`config.mk`:
```
export PLATFORM = sky130hd
export DESIGN_NAME = signed_negate_pipe
export DESIGN_NICKNAME = d
export VERILOG_FILES = /design/src/rtl/signed_negate_pipe.sv
export SDC_FILE = /design/constraint.sdc
export NUM_CORES = 1
export LEC_CHECK = 0
export ABC_CLOCK_PERIOD_IN_PS = 2600
export CORE_MARGIN = 3
export CORE_UTILIZATION = 54
export DETAILED_ROUTE_END_ITERATION = 16
export HOLD_SLACK_MARGIN = 0.02
export PLACE_DENSITY = 0.8
export SYNTH_ARGS = -nofsm -noshare
export SYNTH_HDL_FRONTEND = slang
export SYNTH_SLANG_ARGS = --single-unit
```
`constraint.sdc`:
```
create_clock -name clk -period 2.6 [get_ports clk]
set_input_delay 0.52 -clock clk [delete_from_list [all_inputs] [get_ports clk]]
set_output_delay 0.52 -clock clk [all_outputs]
set_load 0.02 [all_outputs]
```
`src/rtl/signed_negate_pipe.sv`:
```
// rtl/signed_negate_pipe.sv - two-stage signed pass/negate/abs/abs-diff pipeline with overflow counter
// Build macro SIGNED_NEGATE_SAT_EN: overflowed results saturate to max positive instead of wrapping.
module signed_negate_pipe #(
  parameter int WIDTH = 16,
  parameter int CNT_W = 8
) (
  input  logic             clk,
  input  logic             rst_n,
  input  logic             in_valid,
  output logic             in_ready,
  input  logic [WIDTH-1:0] a,
  input  logic [WIDTH-1:0] b,
  input  logic [1:0]       mode,
  output logic             out_valid,
  input  logic             out_ready,
  output logic [WIDTH-1:0] y,
  output logic             ovf,
  output logic [CNT_W-1:0] ovf_cnt,
  input  logic             cnt_clr
);

  typedef enum logic [1:0] {
    MODE_PASS     = 2'd0,
    MODE_NEG      = 2'd1,
    MODE_ABS      = 2'd2,
    MODE_ABS_DIFF = 2'd3
  } mode_e;

  localparam logic [WIDTH-1:0] MIN_NEG     = {1'b1, {(WIDTH-1){1'b0}}};
  localparam logic [WIDTH-1:0] MAX_POS     = {1'b0, {(WIDTH-1){1'b1}}};
  localparam logic [WIDTH-1:0] ONE_W       = {{(WIDTH-1){1'b0}}, 1'b1};
  localparam logic [WIDTH:0]   ONE_X       = {{WIDTH{1'b0}}, 1'b1};
  localparam logic [WIDTH:0]   MAX_POS_X   = {2'b00, {(WIDTH-1){1'b1}}};
  localparam logic [CNT_W-1:0] CNT_ONE     = {{(CNT_W-1){1'b0}}, 1'b1};

  logic             s1_valid;
  logic [WIDTH-1:0] s1_a;
  mode_e            s1_mode;
  logic [WIDTH:0]   s1_diff;
  logic             s2_valid;

  logic             s2_load;
  logic             out_fire;
  logic [WIDTH:0]   a_ext;
  logic [WIDTH:0]   b_ext;

  logic [WIDTH-1:0] neg_a;
  logic             a_is_min;
  logic [WIDTH:0]   abs_d;
  logic [WIDTH-1:0] res_y;
  logic             res_ovf;

  // A stage may accept whenever it is empty or the stage after it is draining.
  assign in_ready  = !s1_valid || !s2_valid || out_ready;
  assign s2_load   = !s2_valid || out_ready;
  assign out_valid = s2_valid;
  assign out_fire  = s2_valid && out_ready;

  // Sign-extend to WIDTH+1 so a-b never overflows its own container.
  assign a_ext = {a[WIDTH-1], a};
  assign b_ext = {b[WIDTH-1], b};

  always_ff @(posedge clk or negedge rst_n) begin
    if (!rst_n) begin
      s1_valid <= 1'b0;
      s1_a     <= '0;
      s1_mode  <= MODE_PASS;
      s1_diff  <= '0;
    end else if (in_ready) begin
      s1_valid <= in_valid;
      if (in_valid) begin
        s1_a    <= a;
        s1_mode <= mode_e'(mode);
        s1_diff <= a_ext - b_ext;
      end
    end
  end

  always_comb begin
    neg_a    = ~s1_a + ONE_W;
    a_is_min = (s1_a == MIN_NEG);
    abs_d    = s1_diff[WIDTH] ? (~s1_diff + ONE_X) : s1_diff;
    res_y    = s1_a;
    res_ovf  = 1'b0;
    case (s1_mode)
      MODE_PASS: begin
        res_y   = s1_a;
        res_ovf = 1'b0;
      end
      MODE_NEG: begin
        res_y   = neg_a;
        res_ovf = a_is_min;
      end
      MODE_ABS: begin
        res_y   = s1_a[WIDTH-1] ? neg_a : s1_a;
        res_ovf = a_is_min;
      end
      MODE_ABS_DIFF: begin
        res_y   = abs_d[WIDTH-1:0];
        res_ovf = (abs_d > MAX_POS_X);
      end
      default: begin
        res_y   = s1_a;
        res_ovf = 1'b0;
      end
    endcase
`ifdef SIGNED_NEGATE_SAT_EN
    if (res_ovf) begin
      res_y = MAX_POS;
    end
`else
    // Overflowed results keep the wrapped low WIDTH bits.
    res_y = res_y;
`endif
  end

  always_ff @(posedge clk or negedge rst_n) begin
    if (!rst_n) begin
      s2_valid <= 1'b0;
      y        <= '0;
      ovf      <= 1'b0;
    end else if (s2_load) begin
      s2_valid <= s1_valid;
      if (s1_valid) begin
        y   <= res_y;
        ovf <= res_ovf;
      end
    end
  end

  // Clear takes priority over a same-cycle counting handshake.
  always_ff @(posedge clk or negedge rst_n) begin
    if (!rst_n) begin
      ovf_cnt <= '0;
    end else if (cnt_clr) begin
      ovf_cnt <= '0;
    end else if (out_fire && ovf && !(&ovf_cnt)) begin
      ovf_cnt <= ovf_cnt + CNT_ONE;
    end
  end

endmodule

```
* Yosys cells after proc, flatten, opt, wreduce, memory -nomap -nowiden
Cells that the tools add are included.
** Word-level totals
- Flip-flop bits (word level) :: 62
- Input port bits :: 39
- Output and inout port bits :: 27
** Cells by class
- Add/sub/neg operators :: 4
- Magnitude comparators :: 1
- Equality and inequality tests :: 4
- Mux-type cells :: 6
- Bitwise logic cells :: 2
- Reduce and logical (&&, ||, !) cells :: 15
** Operators by type and width (count)
- $pmux 16 s4 :: 1
- $add 17x1->17 const B :: 1
- $gt 17x15->1 const B :: 1
- $mux 17 :: 1
- $not 17->17 :: 1
- $sub 16x16->17 :: 1
- $add 16x1->16 const B :: 1
- $eq 16x16->1 const B :: 1
- $mux 16 :: 1
- $mux 8 :: 2
- $not 16->16 :: 1
- $add 8x1->8 const B :: 1
- $reduce_and 8->1 :: 1
- $eq 2x2->1 const B :: 2
- $reduce_and 2->1 :: 2
- $logic_and 1x1->1 :: 3
- $logic_not 1->1 :: 3
- $logic_or 1x1->1 :: 3
- $pmux 1 s3 :: 1
- $eq 2x1->1 const B :: 1
- $logic_not 2->1 :: 1
- $reduce_bool 2->1 :: 1
- $reduce_or 2->1 :: 1

* Logic depth before layout (Yosys ltp)
Gate-level depths: netlist of run 1.
- Word-level depth :: 5
- Gate-level depth with buffers :: 10
- Mapped depth without buffers :: 9

* Least setup slack after synthesis of run 1
OpenSTA, ideal clock, no wires.
- Path kind :: input to register
- Start :: in a[0]
- End :: reg s1_diff[14]
- Data arrival time :: 2.139 ns
- Path slack :: 0.327 ns
- Cell stages on the path :: 9
- Cell sequence :: inv_1 ha_1 fa_1 nor2b_1 o31a_1 o211ai_1 a221oi_1 o21a_1 o31ai_1
** Between the ends
- Cells in the longest elaborated chain, start to end :: 1
** RTL lines
- start: declaration :: line 11 : input logic [WIDTH-1:0] a,
- $sub 16x16->17 :: line 74 : s1_diff <= a_ext - b_ext;
- end signal: assignment :: line 74
- end: declaration :: line 39 : logic [WIDTH:0] s1_diff;
No other way between the ends.
A chain may end at the register's enable or synchronous reset.

* Final worst setup path of run 1
- Start :: in b[1]
- End :: reg s1_diff[7]
** Between the ends
- Cells in the longest elaborated chain, start to end :: 1
** RTL lines
- start: declaration :: line 12 : input logic [WIDTH-1:0] b,
- $sub 16x16->17 :: line 74
No other way between the ends.

==> results of run 1 <==
==> layout make-up <==
cell class | instances | area (um^2)
Multi-Input combinational cell | 393 | 2420
Sequential cell | 62 | 1550
Inverter | 26 | 97.6
Tap cell | 99 | 124
Clock buffer | 13 | 169
Fill cell | 569 | 1930
Clock inverter | 3 | 65.1
Timing Repair Buffer | 106 | 968
==> worst register-to-register path, cell delays in order, from the launching register on <==
cell	delay [ps]
dfrtp_1	430
inv_1	110
ha_1	190
or3b_2	490
nand2b_1	250
or3_1	380
o32a_1	330
a31oi_1	160
==> stage by stage <==
step / util (%) / area (um^2)
6_report: 73.7 / 5400
3_3_place_gp: 70.2 / 5140
4_1_cts: 73.4 / 5380
2_1_floorplan: - / 4130
5_1_grt: 73.7 / 5400
3_5_place_dp: 70.2 / 5140
==> placed cells by master, fill, tap and decap left out, types with 2 or more instances in the layout <==
master | netlist | final
o41ai_1 | 5 | 5
nand3b_1 | 5 | 5
nor4_1 | 3 | 3
nor2b_1 | 4 | 3
o21bai_1 | 2 | 2
nor3_1 | 17 | 16
o31a_1 | 2 | 2
nand3_1 | 10 | 10
o211ai_1 | 6 | 6
a31oi_1 | 5 | 5
xnor2_1 | 18 | 18
clkdlybuf4s50_1 | 0 | 63
inv_1 | 26 | 26
ha_1 | 24 | 23
nor2_1 | 25 | 25
o21ai_0 | 45 | 45
buf_4 | 0 | 40
nand2b_1 | 10 | 10
bufinv_16 | 0 | 2
and3_1 | 4 | 4
o21a_1 | 11 | 11
o31ai_1 | 11 | 11
nand4_1 | 3 | 3
and2_1 | 4 | 4
or3_1 | 8 | 8
nor3b_1 | 4 | 4
nand2_1 | 92 | 92
xor2_1 | 9 | 9
dfrtp_1 | 62 | 62
a21oi_1 | 32 | 32
a22oi_1 | 4 | 4
a211oi_1 | 3 | 3
clkbuf_8 | 0 | 12
a21o_1 | 9 | 9
==> layer usage <==
| layer | track usage [%] | vias to the layer above | wire length, um |
|---|---|---|---|
| met4 | 8.42 | 0 | 237 |
| met5 | 0 | - | 0 |
| met2 | 41.5 | 174 | 5100 |
| li1 | - | 1972 | - |
| met1 | 35.7 | 1904 | 4940 |
| met3 | 4.83 | 28 | 716 |
==> sequential cells by signal, summed over array words and instances, names as in the netlist <==
| register | flops |
|---|---|
| out_valid | 1 |
| ovf | 1 |
| ovf_cnt | 8 |
| s1_a | 16 |
| s1_diff | 17 |
| s1_mode | 2 |
| s1_valid | 1 |
| y | 16 |
==> how the worst max path moves through the flow <==
stage,start,endpoint,slack [ps],cells past startpoint
floorplan,a[0],s1_diff[14],330,9
global placement,a[0],s1_diff[14],-250,10
detailed placement,a[0],s1_diff[14],-330,10
CTS,a[0],s1_diff[14],20,10
global route,a[1],s1_diff[14],50,9
finish,b[1],s1_diff[7],160,9
==> where the power goes <==
| group | total, mW | switching (mW) | internal (mW) | leakage, nW |
|---|---|---|---|---|
| sequential | 1.34 | 0.203 | 1.14 | 0.765 |
| combinational | 1.27 | 0.664 | 0.610 | 1.52 |
| clock | 0.986 | 0.369 | 0.617 | 0.120 |
==> kinds of logic (layout without fill, tap and decap cells) <==
family / Yosys count / after routing
DFF: 62 / 62
buffers and inverters: 45 / 148
muxes: 1 / 1
adders and majority gates: 25 / 25
and+or+nand+nor: 195 / 195
xor gates and xnor gates: 27 / 27
AOI/OAI and AO/OA: 145 / 145
==> timing repair <==
item	CTS	global route
endpoints found under the setup margin	0	3
resized for setup	0	6
setup buffers	0	0
==> metrics.md, run 1 <==
| Metric | Value |
|---|---|
| Total core area | `around 7300 um^2` |
| Fraction of layout cells with a size suffix above 1 | `~11%` |
| First-pass GRT wire length | `18200 um` |
| Crit path max-delay family | `compound AO/OA/AOI/OAI gates` |
| Syn avg cell area | `approximately 8.3 um^2` |
| Top cells by count, synth | `92 x nand2_1, 62 x dfrtp_1, 45 x o21ai_0, 32 x a21oi_1, 26 x inv_1` |
| CP endpoint kind | `flop` |
| Fin nets | `about 660` |
| Status | `finished, final reports clean` |
| DR WL/cell | `around 16 um` |
| First DRT Iteration DRCs | `182` |
| WS Path Type | `input pin to flop` |
| Multiplexer share of the synthesized area | `less than 1%` |
| Pwr dens | `around 670 nW/um^2` |
| Total GRT Usage | `approximately a quarter` |
| Synth top area share | `roughly 38%` |
| Via count | `a little over 4k` |
| XOR/XNOR Fraction of Synth Area | `5.73%` |
| Cells after synthesis | `500` |
| Syn nets | `564` |
| Cell with the most instances after synthesis | `nand2_1` |
| Setup Viol. Count Final | `0` |
| Reg2Reg Capture Point | `ovf` |
| Clk buf depth | `2` |
| Worst Tran Pin Value | `between 600 and 700 ps` |
| Worst-path fanout max | `3` |
| Die W | `approximately 93 um` |
| Worst-Skew Late Latency | `~340 ps` |
| Worst path slowest cell | `clkdlybuf4s50_1` |
| CTS sink cnt | `between 60 and 70` |
| Worst flop-to-flop path startpoint | `s1_diff[1]` |
| Pin count of the biggest net entering global routing | `35` |
| CP required | `about 2800 ps` |
| DPL Wire Length | `between 8000 and 9000 um` |
| Final Max Slew Viols | `0` |
| Fmax | `410 MHz` |
| Sequential area share after synthesis | `37.6%` |
| Arr. time, crit path | `2670 ps` |
| Reg-to-reg slack, setup | `200 ps` |
| Fin. Hold Viols | `0` |
| Rows | `31` |
| Drt total wl | `~11000 um` |
| Gr ovfl total | `0` |
| Lkg Pwr | `2.41 nW` |
| Synth Cell Area | `4130 um^2` |
| Initial Util | `~56%` |
| Post-Layout Cell Count | `702` |
| Num CTS Buffers | `9` |
| Worst-path cell chain | `clkdlybuf4s50_1 -> inv_1 -> ha_1 -> nor2b_1 -> o31a_1 -> o21ai_0 -> a211oi_1 -> or3_1 -> a31o_2` |
| DR vias/cell | `approximately 5.8` |
| Chip Height | `about 93 um` |
| Main combinational cell family by area after synthesis | `simple AND/OR/NAND/NOR gates` |
| # IOs | `between 60 and 70` |
| Max-cap violation count | `0` |
| PnR Total Power | `between 3 and 4 mW` |
| Synth Area in Simple Gates | `22.4%` |
| Total negative slack | `0 ps` |
| Crit path launch type | `input pin` |
| Initial antenna violation count | `0` |
| Yosys warns | `0` |
| Final worst slack | `roughly 160 ps` |
| Area contributors post-synth | `dfrtp_1 38%, nand2_1 8.4%, ha_1 7.3%` |
| Final Skew | `slightly below 5 ps` |
| Ys async rst share | `100%` |
| Synth area leader | `dfrtp_1` |
| Min-delay worst type | `input pin to asynchronous set/reset pin` |
| Vias in the first global route | `slightly below 4k` |
| Hold buffer count at CTS | `0` |
| IO Port Bufs | `65` |
| Clock transition at path regs | `70 ps` |
| Antenna cells | `0` |
| Post-Synth Adder-Cell Area | `under 10%` |
| Root Driver | `clkbuf_8` |
| Synth Area in Compound Gates | `22.2%` |
| Pre-CTS setup slack | `-329 ps` |
| Unique masters post-synth | `49` |
| Die ar. | `between 8000 and 9000 um^2` |
| Hold_ws | `approximately 220 ps` |
| WP buf/inv | `2` |
| Peak supply drop | `between 200 and 300 uV` |
| Post-synthesis register bit count | `62` |
| CP peak stage delay | `490 ps` |
| Routability cong. | `roughly 0.95` |
| Antenna Violating Nets Remaining | `0` |
| DR pass1 iterations | `5` |
| DRC | `0` |
| RSZ-0062 raised after global routing | `no` |
| Area delta synth->final | `30.9%` |
| Rel. slew slack | `54.3%` |
| H-tree depth | `3` |
| Number of synthesized flops with an enable pin | `0` |
| Dpl cells | `approximately 700` |
| CTS tree | `done` |
| FF-to-FF path depth | `7` |
| Post-route minimum period | `2440 ps` |
| Main synth FF type | `dfrtp_1` |
| Final period util | `between 90% and 100%` |
Note: power is estimated with default switching activity, not from simulation.
==> inputs of run 2 (changes only) <==
CORE_MARGIN = 10   (was 3)
CTS_CLUSTER_DIAMETER = 150   (was unset)
CTS_CLUSTER_SIZE = 28   (was unset)
==> run 2 against run 1 <==
Compared with the run above:
- fmax rose by 0.15%
- via count fell by 2.3%
- first-iteration DRC count up 30%
- sequential share of layout area rose by 0.13 points
- power down 3.6%
- critical path depth is the same
- flip-flop and latch count unchanged
- critical path type unchanged
==> metrics.md, run 2 (same netlist as run 1, synthesis figures left out) <==
| Metric | Value |
|---|---|
| Footprint of the multi-input gates | `between 2000 and 2500 um^2` |
| Routability cong. | `0.915` |
| RSZ-0062 raised after global routing | `no` |
| Worst-path cell chain | `clkdlybuf4s50_1 -> inv_1 -> ha_1 -> nor2b_1 -> o31a_1 -> o21ai_0 -> a211oi_1 -> or3_1 -> a31o_2` |
| Fmax | `between 400 and 500 MHz` |
| DR WL/cell | `16.2 um` |
| Reg area | `around 1600 um^2` |
| Fraction of layout cells with a size suffix above 1 | `between 10 and 15%` |
| CP peak stage delay | `just under 500 ps` |
| Worst-path fanout max | `3` |
| First DRT Iteration DRCs | `between 200 and 250` |
| Status | `finished, final reports clean` |
| Cell Area, Placed | `5130 um^2` |
| Final Skew | `approximately 12 ps` |
| Worst-Skew Late Latency | `340 ps` |
| Die ar. | `around 12000 um^2` |
| Rows | `31` |
| Most frequent cells in the layout | `92 x nand2_1, 63 x clkdlybuf4s50_1, 62 x dfrtp_1, 45 x o21ai_0, 38 x buf_4` |
| Max FFs per register | `17` |
| Worst flop-to-flop path startpoint | `s1_diff[0]` |
| Antenna Violating Nets Remaining | `0` |
| Worst path slowest cell | `clkdlybuf4s50_1` |
| H-tree depth | `3` |
| CTS tree | `done` |
| Reg2Reg Capture Point | `ovf` |
| Min-delay worst type | `input pin to asynchronous set/reset pin` |
| Total core area | `7330 um^2` |
| Hold buffer count at CTS | `0` |
| Antenna cells | `0` |
| Post-route minimum period | `roughly 2400 ps` |
| Root Driver | `clkbuf_8` |
| Dpl cells | `683` |
| Pin count of the biggest net entering global routing | `44` |
| Top flop regs | `s1_diff (17), s1_a (16), y (16)` |
| Post-Layout Cell Count | `approximately 700` |
| First-pass GRT wire length | `about 19000 um` |
| # IOs | `66` |
| WP buf/inv | `2` |
| Initial antenna violation count | `0` |
| DPL Wire Length | `just under 9000 um` |
| Fin. Hold Viols | `0` |
| CP required | `~2800 ps` |
| Clock transition at path regs | `roughly 70 ps` |
| Num CTS Buffers | `9` |
| Chip Height | `approximately 110 um` |
| Final period util | `93.6%` |
| Vias in the first global route | `3934` |
| Pwr dens | `646 nW/um^2` |
| Setup Viol. Count Final | `0` |
| Worst Tran Pin Value | `between 600 and 700 ps` |
| Largest register by flop count | `s1_diff` |
| CP endpoint kind | `flop` |
| FF-to-FF path depth | `7` |
| Final Cell Area | `5380 um^2` |
| Initial Util | `56.3%` |
| Max-cap violation count | `0` |
| Gr ovfl total | `0` |
| PnR Total Power | `3.47 mW` |
| Final Max Slew Viols | `0` |
| DRC | `0` |
| WS Path Type | `input pin to flop` |
| Lkg Pwr | `between 2 and 2.5 nW` |
| Pre-CTS setup slack | `-334 ps` |
| WP depth | `9` |
| Arr. time, crit path | `around 2700 ps` |
| Reg-to-reg slack, setup | `between 200 and 250 ps` |
| CTS sink cnt | `62` |
| Via count | `between 3k and 4k` |
| Clk buf depth | `2` |
| Total GRT Usage | `20.1%` |
| Commonest non-fill, non-tap cell in the layout | `nand2_1` |
| DR pass1 iterations | `5` |
| Gr busiest metal | `met2` |
| IO Port Bufs | `between 60 and 70` |
| Crit path launch type | `input pin` |
| Fillers | `approximately 580` |
| Peak supply drop | `around 290 uV` |
| Met2 Use GR | `~33%` |
| Die W | `roughly 110 um` |
| Area delta synth->final | `30.3%` |
| Fin nets | `661` |
| DR vias/cell | `around 5.7` |
| Drt total wl | `around 11000 um` |
| Rel. slew slack | `55.4%` |
| Final worst slack | `166 ps` |
| Crit path max-delay family | `compound AO/OA/AOI/OAI gates` |
| Met1 GRT Util | `between 20% and 30%` |
| Grt met3 use | `under 10%` |
[run 2: cell types whose count changed in the layout (fill, tap and decap cells not counted), sizes merged]
cell,before,now
clkinv,1,3
buf,42,41
bufinv,2,1
clkbuf,13,12
[run 2: layout make-up]
class                   count  area share (%)
clock inverters             4           0.838
repair buffers            105            18.1
flip-flops and latches     62            28.9
inverters                  26            1.82
well taps                  99            2.30
multi-input cells         393            45.2
clock buffers              12            2.89
[run 2: how the worst max path moves through the flow]
stage,startpoint,to
2_1_floorplan,a[0],s1_diff[14]
3_3_place_gp,a[0],s1_diff[14]
3_5_place_dp,a[0],s1_diff[14]
4_1_cts,a[0],s1_diff[16]
5_1_grt,b[2],s1_diff[12]
6_report,b[1],s1_diff[7]
[run 2: power by group]
group	total, mW	switching (mW)	leakage [nW]	internal (mW)
Sequential	1.34	0.199	0.765	1.14
Combinational	1.27	0.658	1.52	0.611
Clock	0.864	0.373	0.106	0.491
Total	3.47	1.23	2.39	2.24
[run 2: repair_timing]
item	4_1_cts	5_1_grt
buffers inserted	0	2
resized for setup	0	7
endpoints found under the setup margin	0	3
[run 2: through the flow]
step / util, % / TNS (ps) / hold slack, ps
2_1_floorplan: - / 0 / 224
3_5_place_dp: 70.0 / -1790 / 471
4_1_cts: 72.8 / 0 / 234
5_1_grt: 73.3 / 0 / 264
6_report: 73.3 / 0 / 205
3_3_place_gp: 70.0 / -1120 / 461
[run 2: per-layer routing]
metal | vias up | share of wire, % | wire length, um
li1 | 1967 | - | -
met1 | 1882 | 45 | 5150
met2 | 125 | 47 | 5350
met3 | 11 | 6.3 | 711
met4 | 0 | 1.0 | 117
met5 | - | 0 | 0
